===== config.mk =====
export PLATFORM = sky130hd
export DESIGN_NAME = wb_stage
export DESIGN_NICKNAME = d
export VERILOG_FILES = /design/src/rtl/riscie_pkg.sv /design/src/rtl/wb_load_fifo.sv /design/src/rtl/wb_stage.sv
export SDC_FILE = /design/constraint.sdc
export NUM_CORES = 1
export LEC_CHECK = 0
export CORE_AREA = 5 5 162 164
export DETAILED_ROUTE_END_ITERATION = 12
export DIE_AREA = 0 0 167 169
export GPL_TIMING_DRIVEN = 0
export PLACE_DENSITY_LB_ADDON = 0.2
export SYNTH_ARGS = -nofsm -noshare
export SYNTH_HDL_FRONTEND = slang
export SYNTH_SLANG_ARGS = --single-unit

===== constraint.sdc =====
create_clock -name clk -period 3.2 [get_ports clk]
set_clock_uncertainty 0.1 [all_clocks]
set_input_delay 0.64 -clock clk [delete_from_list [all_inputs] [get_ports clk]]
set_output_delay 0.64 -clock clk [all_outputs]
set_load 0.05 [all_outputs]

===== src/rtl/riscie_pkg.sv =====
// Shared RISC-V core types: data width, register address width, load funct3 codes.
// Latency: none (declarations only).
// Backpressure: none (declarations only).
package riscie_pkg;

  localparam int XLEN  = 32;
  localparam int REG_W = 5;

  localparam logic [2:0] F3_LB  = 3'b000;
  localparam logic [2:0] F3_LH  = 3'b001;
  localparam logic [2:0] F3_LW  = 3'b010;
  localparam logic [2:0] F3_LBU = 3'b100;
  localparam logic [2:0] F3_LHU = 3'b101;

  typedef logic [REG_W-1:0] regAddr_t;

  // One queued load response, kept raw until it leaves the queue.
  typedef struct packed {
    regAddr_t        rd;
    logic [2:0]      funct3;
    logic [1:0]      addrLow;
    logic [XLEN-1:0] data;
  } ldEntry_t;

endpackage


===== src/rtl/wb_load_fifo.sv =====
// Load-result queue: FIFO of raw load responses with per-entry valid/rd visibility.
// Latency: an entry pushed at edge N is visible at the head from edge N onward (pop at N+1 earliest).
// Backpressure: push is ignored while full; pop is ignored while empty; no full bypass.
module wb_load_fifo
  import riscie_pkg::*;
#(
  parameter int DEPTH = 4
) (
  input  logic                  clk,
  input  logic                  rst_n,
  input  logic                  push,
  input  ldEntry_t              pushEntry,
  input  logic                  pop,
  output ldEntry_t              headEntry,
  output logic                  full,
  output logic                  empty,
  output logic [DEPTH-1:0]      entryValid,
  output regAddr_t [DEPTH-1:0]  entryRd
);

  localparam int PW = $clog2(DEPTH);
  localparam int CW = PW + 1;

  ldEntry_t         mem [DEPTH];
  logic [PW-1:0]    wrPtr;
  logic [PW-1:0]    rdPtr;
  logic [CW-1:0]    count;
  logic [DEPTH-1:0] vld;
  logic             pushAcc;
  logic             popAcc;

  assign full       = (count == CW'(DEPTH));
  assign empty      = (count == '0);
  assign pushAcc    = push && !full;
  assign popAcc     = pop && !empty;
  assign headEntry  = mem[rdPtr];
  assign entryValid = vld;

  // Expose each slot's destination so the stage can build its pending mask.
  always_comb begin
    for (int i = 0; i < DEPTH; i++) begin
      entryRd[i] = mem[i].rd;
    end
  end

  // Storage carries no reset; the valid bits decide what is meaningful.
  always_ff @(posedge clk) begin
    if (pushAcc) begin
      mem[wrPtr] <= pushEntry;
    end
  end

  // Pointers wrap naturally because DEPTH is a power of two.
  always_ff @(posedge clk or negedge rst_n) begin
    if (!rst_n) begin
      wrPtr <= '0;
      rdPtr <= '0;
      count <= '0;
      vld   <= '0;
    end else begin
      if (pushAcc) begin
        wrPtr      <= wrPtr + 1'b1;
        vld[wrPtr] <= 1'b1;
      end
      if (popAcc) begin
        rdPtr      <= rdPtr + 1'b1;
        vld[rdPtr] <= 1'b0;
      end
      case ({pushAcc, popAcc})
        2'b10:   count <= count + 1'b1;
        2'b01:   count <= count - 1'b1;
        default: count <= count;
      endcase
    end
  end

endmodule


===== src/rtl/wb_stage.sv =====
// Writeback merge: arbitrates ALU results and queued loads onto one register-file write port.
// Latency: ALU handshake at N -> write at N+1; load accepted at N -> write at N+2 earliest.
// Backpressure: ldReady drops when the queue is full; aluReady drops only in a forced-load cycle.
module wb_stage
  import riscie_pkg::*;
#(
  parameter int DEPTH        = 4,
  parameter int STARVE_LIMIT = 3
) (
  input  logic            clk,
  input  logic            rst_n,
  input  logic            aluValid,
  output logic            aluReady,
  input  logic [4:0]      aluRd,
  input  logic [31:0]     aluData,
  input  logic            ldValid,
  output logic            ldReady,
  input  logic [4:0]      ldRd,
  input  logic [2:0]      ldFunct3,
  input  logic [1:0]      ldAddrLow,
  input  logic [31:0]     ldData,
  output logic [4:0]      writeReg,
  output logic            writeEnable,
  output logic [31:0]     writeData,
  output logic [31:0]     pendingMask
);

  localparam int SW = (STARVE_LIMIT < 1) ? 1 : $clog2(STARVE_LIMIT + 1);
  localparam logic [SW-1:0] LIMIT = SW'(STARVE_LIMIT);

  ldEntry_t              pushEntry;
  ldEntry_t              head;
  logic                  qFull;
  logic                  qEmpty;
  logic [DEPTH-1:0]      entryValid;
  regAddr_t [DEPTH-1:0]  entryRd;
  logic [SW-1:0]         starveCnt;
  logic                  forceLd;
  logic                  aluWin;
  logic                  ldWin;
  logic [XLEN-1:0]       extData;
  logic [XLEN-1:0]       shWord;
  logic [7:0]            selByte;
  logic [15:0]           selHalf;

  assign pushEntry = '{rd: ldRd, funct3: ldFunct3, addrLow: ldAddrLow, data: ldData};

  wb_load_fifo #(.DEPTH(DEPTH)) uFifo (
    .clk        (clk),
    .rst_n      (rst_n),
    .push       (ldValid),
    .pushEntry  (pushEntry),
    .pop        (ldWin),
    .headEntry  (head),
    .full       (qFull),
    .empty      (qEmpty),
    .entryValid (entryValid),
    .entryRd    (entryRd)
  );

  assign ldReady  = !qFull;
  assign forceLd  = !qEmpty && (starveCnt == LIMIT);
  assign aluReady = !forceLd;
  assign aluWin   = aluValid && !forceLd;
  assign ldWin    = !qEmpty && !aluWin;

  // Registers that still owe a load result; x0 never counts as pending.
  always_comb begin
    pendingMask = '0;
    for (int i = 0; i < DEPTH; i++) begin
      if (entryValid[i]) begin
        pendingMask[entryRd[i]] = 1'b1;
      end
    end
    pendingMask[0] = 1'b0;
  end

  // Sign/zero-extend the head load; halfword offset bit 0 is ignored.
  always_comb begin
    shWord  = head.data >> {head.addrLow, 3'b000};
    selByte = shWord[7:0];
    selHalf = head.addrLow[1] ? head.data[31:16] : head.data[15:0];
    case (head.funct3)
      F3_LB:   extData = {{24{selByte[7]}}, selByte};
      F3_LBU:  extData = {24'd0, selByte};
      F3_LH:   extData = {{16{selHalf[15]}}, selHalf};
      F3_LHU:  extData = {16'd0, selHalf};
      F3_LW:   extData = head.data;
      default: extData = head.data;
    endcase
  end

  // Count ALU wins over a waiting load; any load write or an empty queue clears it.
  always_ff @(posedge clk or negedge rst_n) begin
    if (!rst_n) begin
      starveCnt <= '0;
    end else if (qEmpty || ldWin) begin
      starveCnt <= '0;
    end else if (aluWin && (starveCnt != LIMIT)) begin
      starveCnt <= starveCnt + 1'b1;
    end
  end

  // Capture the winner; x0 results are consumed but never strobed.
  always_ff @(posedge clk or negedge rst_n) begin
    if (!rst_n) begin
      writeEnable <= 1'b0;
      writeReg    <= '0;
      writeData   <= '0;
    end else if (aluWin) begin
      writeEnable <= |aluRd;
      writeReg    <= aluRd;
      writeData   <= aluData;
    end else if (ldWin) begin
      writeEnable <= |head.rd;
      writeReg    <= head.rd;
      writeData   <= extData;
    end else begin
      writeEnable <= 1'b0;
    end
  end

endmodule


==> reports/results.tsv <==
stage	metric	value	unit
status	run status	complete, no violations	
pwr	Leak Pwr	4.59	nW
floorplan	die span in x	167	um
cts	worst-skew pair later-pin latency	0.54	ns
detailed_routing	via count	7312	
yosys	Area contributors post-synth	edfxtp_1 (50%), dfrtp_1 (13%), mux4_2 (9.1%)	
yosys	Synth Warn #	0	
yosys	most numerous cell in the Yosys netlist	edfxtp_1	
cells_and_area	P&R area growth vs syn	28.3	%
setup_path	Worst setup EP type	output port	
yosys	Main synth FF type	edfxtp_1	
sta	Final Hold Violating Endpoints	0	
grt	total track usage	0.197	
floorplan	die span in y	169	um
yosys	Post-Synth Adder-Cell Area	0.0130	
grt	initial antenna violation count	0	
sta	Tcrit/Tclk final	0.979	
place	IO buf count	153	
detailed_routing	drt initial violations	729	
grt	vias in the first global route	7260	
detailed_routing	drt wl/cell	22.4	um
yosys	largest family of logic cells by synthesized area	compound AO/OA/AOI/OAI gates	
place	gpl congestion	0.929	
grt	grt ovf	0	
detailed_routing	residual DRC count	0	
pwr	Max VDD drop	0.524	mV
yosys	FFs w/ async S/R, synth	0.233	
yosys	share of the synthesized area in the top cell type	0.496	
sta	Slew @ Worst Pin	1.04	ns
setup_path	Worst EP arrival	2.39	ns
yosys	Syn Inst Count	738	
sta	Final setup viols	0	
cts	# hold bufs at CTS	0	
grt	first-pass GRT wire length	43300	um
yosys	register area share after synthesis	0.622	
cells_and_area	Antenna diodes	0	
setup_path	Reg2Reg Depth	9	
floorplan	core area	24700	um^2
cts	Clock transition at path regs	0.06	ns
sta	RSZ-0062 raised after global routing	no	
cells_and_area	layout cells sized above 1	0.165	
sta	Setup TNS Final	0	ns
setup_path	WS Path Type	flip-flop to output port	
yosys	Mean Syn Cell Area	13.8	um^2
yosys	xor/xnor share of the synthesized area	0.00431	
yosys	Synth area leader	edfxtp_1	
yosys	Synthesized Nets	831	
sta	Period minus WS final	3.13	ns
setup_path	CP max FO	7	
pwr	power per cell area	1010	nW/um^2
floorplan	I/O pin count	155	
setup_path	Critical Path RT	2.46	ns
cells_and_area	final net count	1015	
pwr	total power	0.0131	W
sta	fmax	319	MHz
yosys	Cell variety after synth	51	
yosys	most frequent cells after synthesis	edfxtp_1 (168), nand2_1 (76), dfrtp_1 (51)	
yosys	Synth Area in Compound Gates	0.141	
grt	largest net degree at the start of global routing	28	
detailed_routing	routed vias/inst	5.76	
cells_and_area	Filler cells	2104	
setup_path	critical path startpoint category	flip-flop	
cts	TritonCTS clock tree	done	
yosys	Post-Synth Simple-Gate Area	0.0853	
place	DP Worst Slack	-0.358	ns
floorplan	die area	28200	um^2
sta	slack of the critical path	0.0663	ns
sta	Slew Limit Fails	0	
yosys	mux cell area share after synthesis	0.105	
detailed_routing	TritonRoute pass-1 iters	7	
cts	H-tree depth	1	
hold_path	Hold WC Path Type	input pin to asynchronous set/reset pin	
cts	cell chosen for the clock root	clkbuf_16	
detailed_routing	final wirelength	28500	um
cts	Max Buffers Root-to-Sink	3	
sta	normalized max-slew margin	0.303	
cts	total CTS buffers	24	
yosys	number of synthesized register bits	219	
floorplan	initial core utilization	0.411	
yosys	mapped cell area	10200	um^2
detailed_routing	Post-DRT Antenna Nets	0	
cts	CTS Sinks	219	
place	HPWL Detailed	20500	um
job	Max Cap Viol	0	
yosys	number of synthesized flops with an enable pin	168	
floorplan	Rows	58	
## layout make-up
cell class | instances | area [um^2] | area share
sequential | 219 | 6320 | 0.484
clock inverter | 17 | 229 | 0.0175
buffer | 49 | 230 | 0.0176
tap | 330 | 413 | 0.0316
multi-input combinational | 449 | 3590 | 0.275
inverter | 18 | 67.6 | 0.00518
timing repair buffer | 161 | 1570 | 0.121
clock buffer | 27 | 622 | 0.0476
## cell usage in the layout, fill, tap and decap left out, drive strengths merged, types with 5 or more instances in the layout
cell	n
clkinv	10
nor3b	9
mux4	41
nor2	23
nand2	77
o311ai	9
mux2i	13
edfxtp	168
clkdlybuf4s15	10
o22ai	23
a211oi	14
a21oi	21
ha	9
buf	30
o32ai	10
clkdlybuf4s50	120
dlygate4sd2	7
a221o	11
or3b	7
and3	7
dfrtp	51
a22o	8
nand3b	12
a31oi	14
nor3	6
o21ai	52
clkbuf	70
and3b	5
nand3	6
a22oi	16
o221ai	20
inv	20
## report_power, final
group	internal (W)	leakage [nW]	total, W	switching, W
Sequential	0.00387	2.13	0.00427	0.000399
Clock	0.00175	0.416	0.00290	0.00115
Combinational	0.00215	2.04	0.00595	0.00379
Total	0.00777	4.59	0.0131	0.00534
## per-layer routing
metal  track usage  wire (um)  vias up
met1         0.281      12500     3594
met4        0.0491        720        0
met2         0.320      13400      340
li1              -          -     3331
met5             0          0        -
met3        0.0315       1910       47
## stage by stage
stage | hold slack, ns | util | cells | area (um^2)
global placement | 0.336 | 0.490 | 1221 | 12100
finish | 0.0255 | 0.527 | 1270 | 13100
detailed placement | 0.345 | 0.494 | 1226 | 12200
CTS | 0.0233 | 0.529 | 1270 | 13100
floorplan | 0.244 | - | 738 | 10200
global route | 0.0636 | 0.527 | 1270 | 13100
## state kept, by name (all words and copies together) (netlist names)
register,cells
uFifo.mem,168
uFifo.entryValid,4
uFifo.count,3
writeEnable,1
writeReg,5
writeData,32
uFifo.rdPtr,2
starveCnt,2
uFifo.wrPtr,2
## path summary, 6_finish.rpt
check                           slack [ns]                        from                    endpoint
min in group clk                      0.36    starveCnt[0]$_DFFE_PN0P_    starveCnt[0]$_DFFE_PN0P_
max in group asynchronous             2.41                       rst_n   writeData[13]$_DFFE_PN0P_
worst max-delay path                  0.07  uFifo.mem[3][38]$_DFFE_PP_             pendingMask[20]
worst min-delay path                  0.03                       rst_n    writeData[4]$_DFFE_PN0P_
worst min register to register        0.36    starveCnt[0]$_DFFE_PN0P_    starveCnt[0]$_DFFE_PN0P_
worst max register to register        0.15  uFifo.count[2]$_DFFE_PN0P_  uFifo.count[2]$_DFFE_PN0P_
## timing repair
item                       4_1_cts  5_1_grt
resized for setup               69       38
setup endpoints to repair       34       27
pin swaps                        0        1
setup buffers                    0        3
## critical path, cell delays in order (launching register included)
cell and delay [ns]:
edfxtp_1 0.45, or3b_2 0.48, clkbuf_1 0.26, o32ai_1 0.29, a221o_1 0.14, buf_2 0.25
## kinds of logic (layout without fill, tap and decap cells)
kind of cell	after synthesis	count (layout)
simple gates	171	171
buf+inv	70	272
other cells	1	1
fa+ha+maj	10	10
compound gates	207	207
mux	55	55
flops	219	219
xor+xnor	5	5
Note: power is estimated with default switching activity, not from simulation.
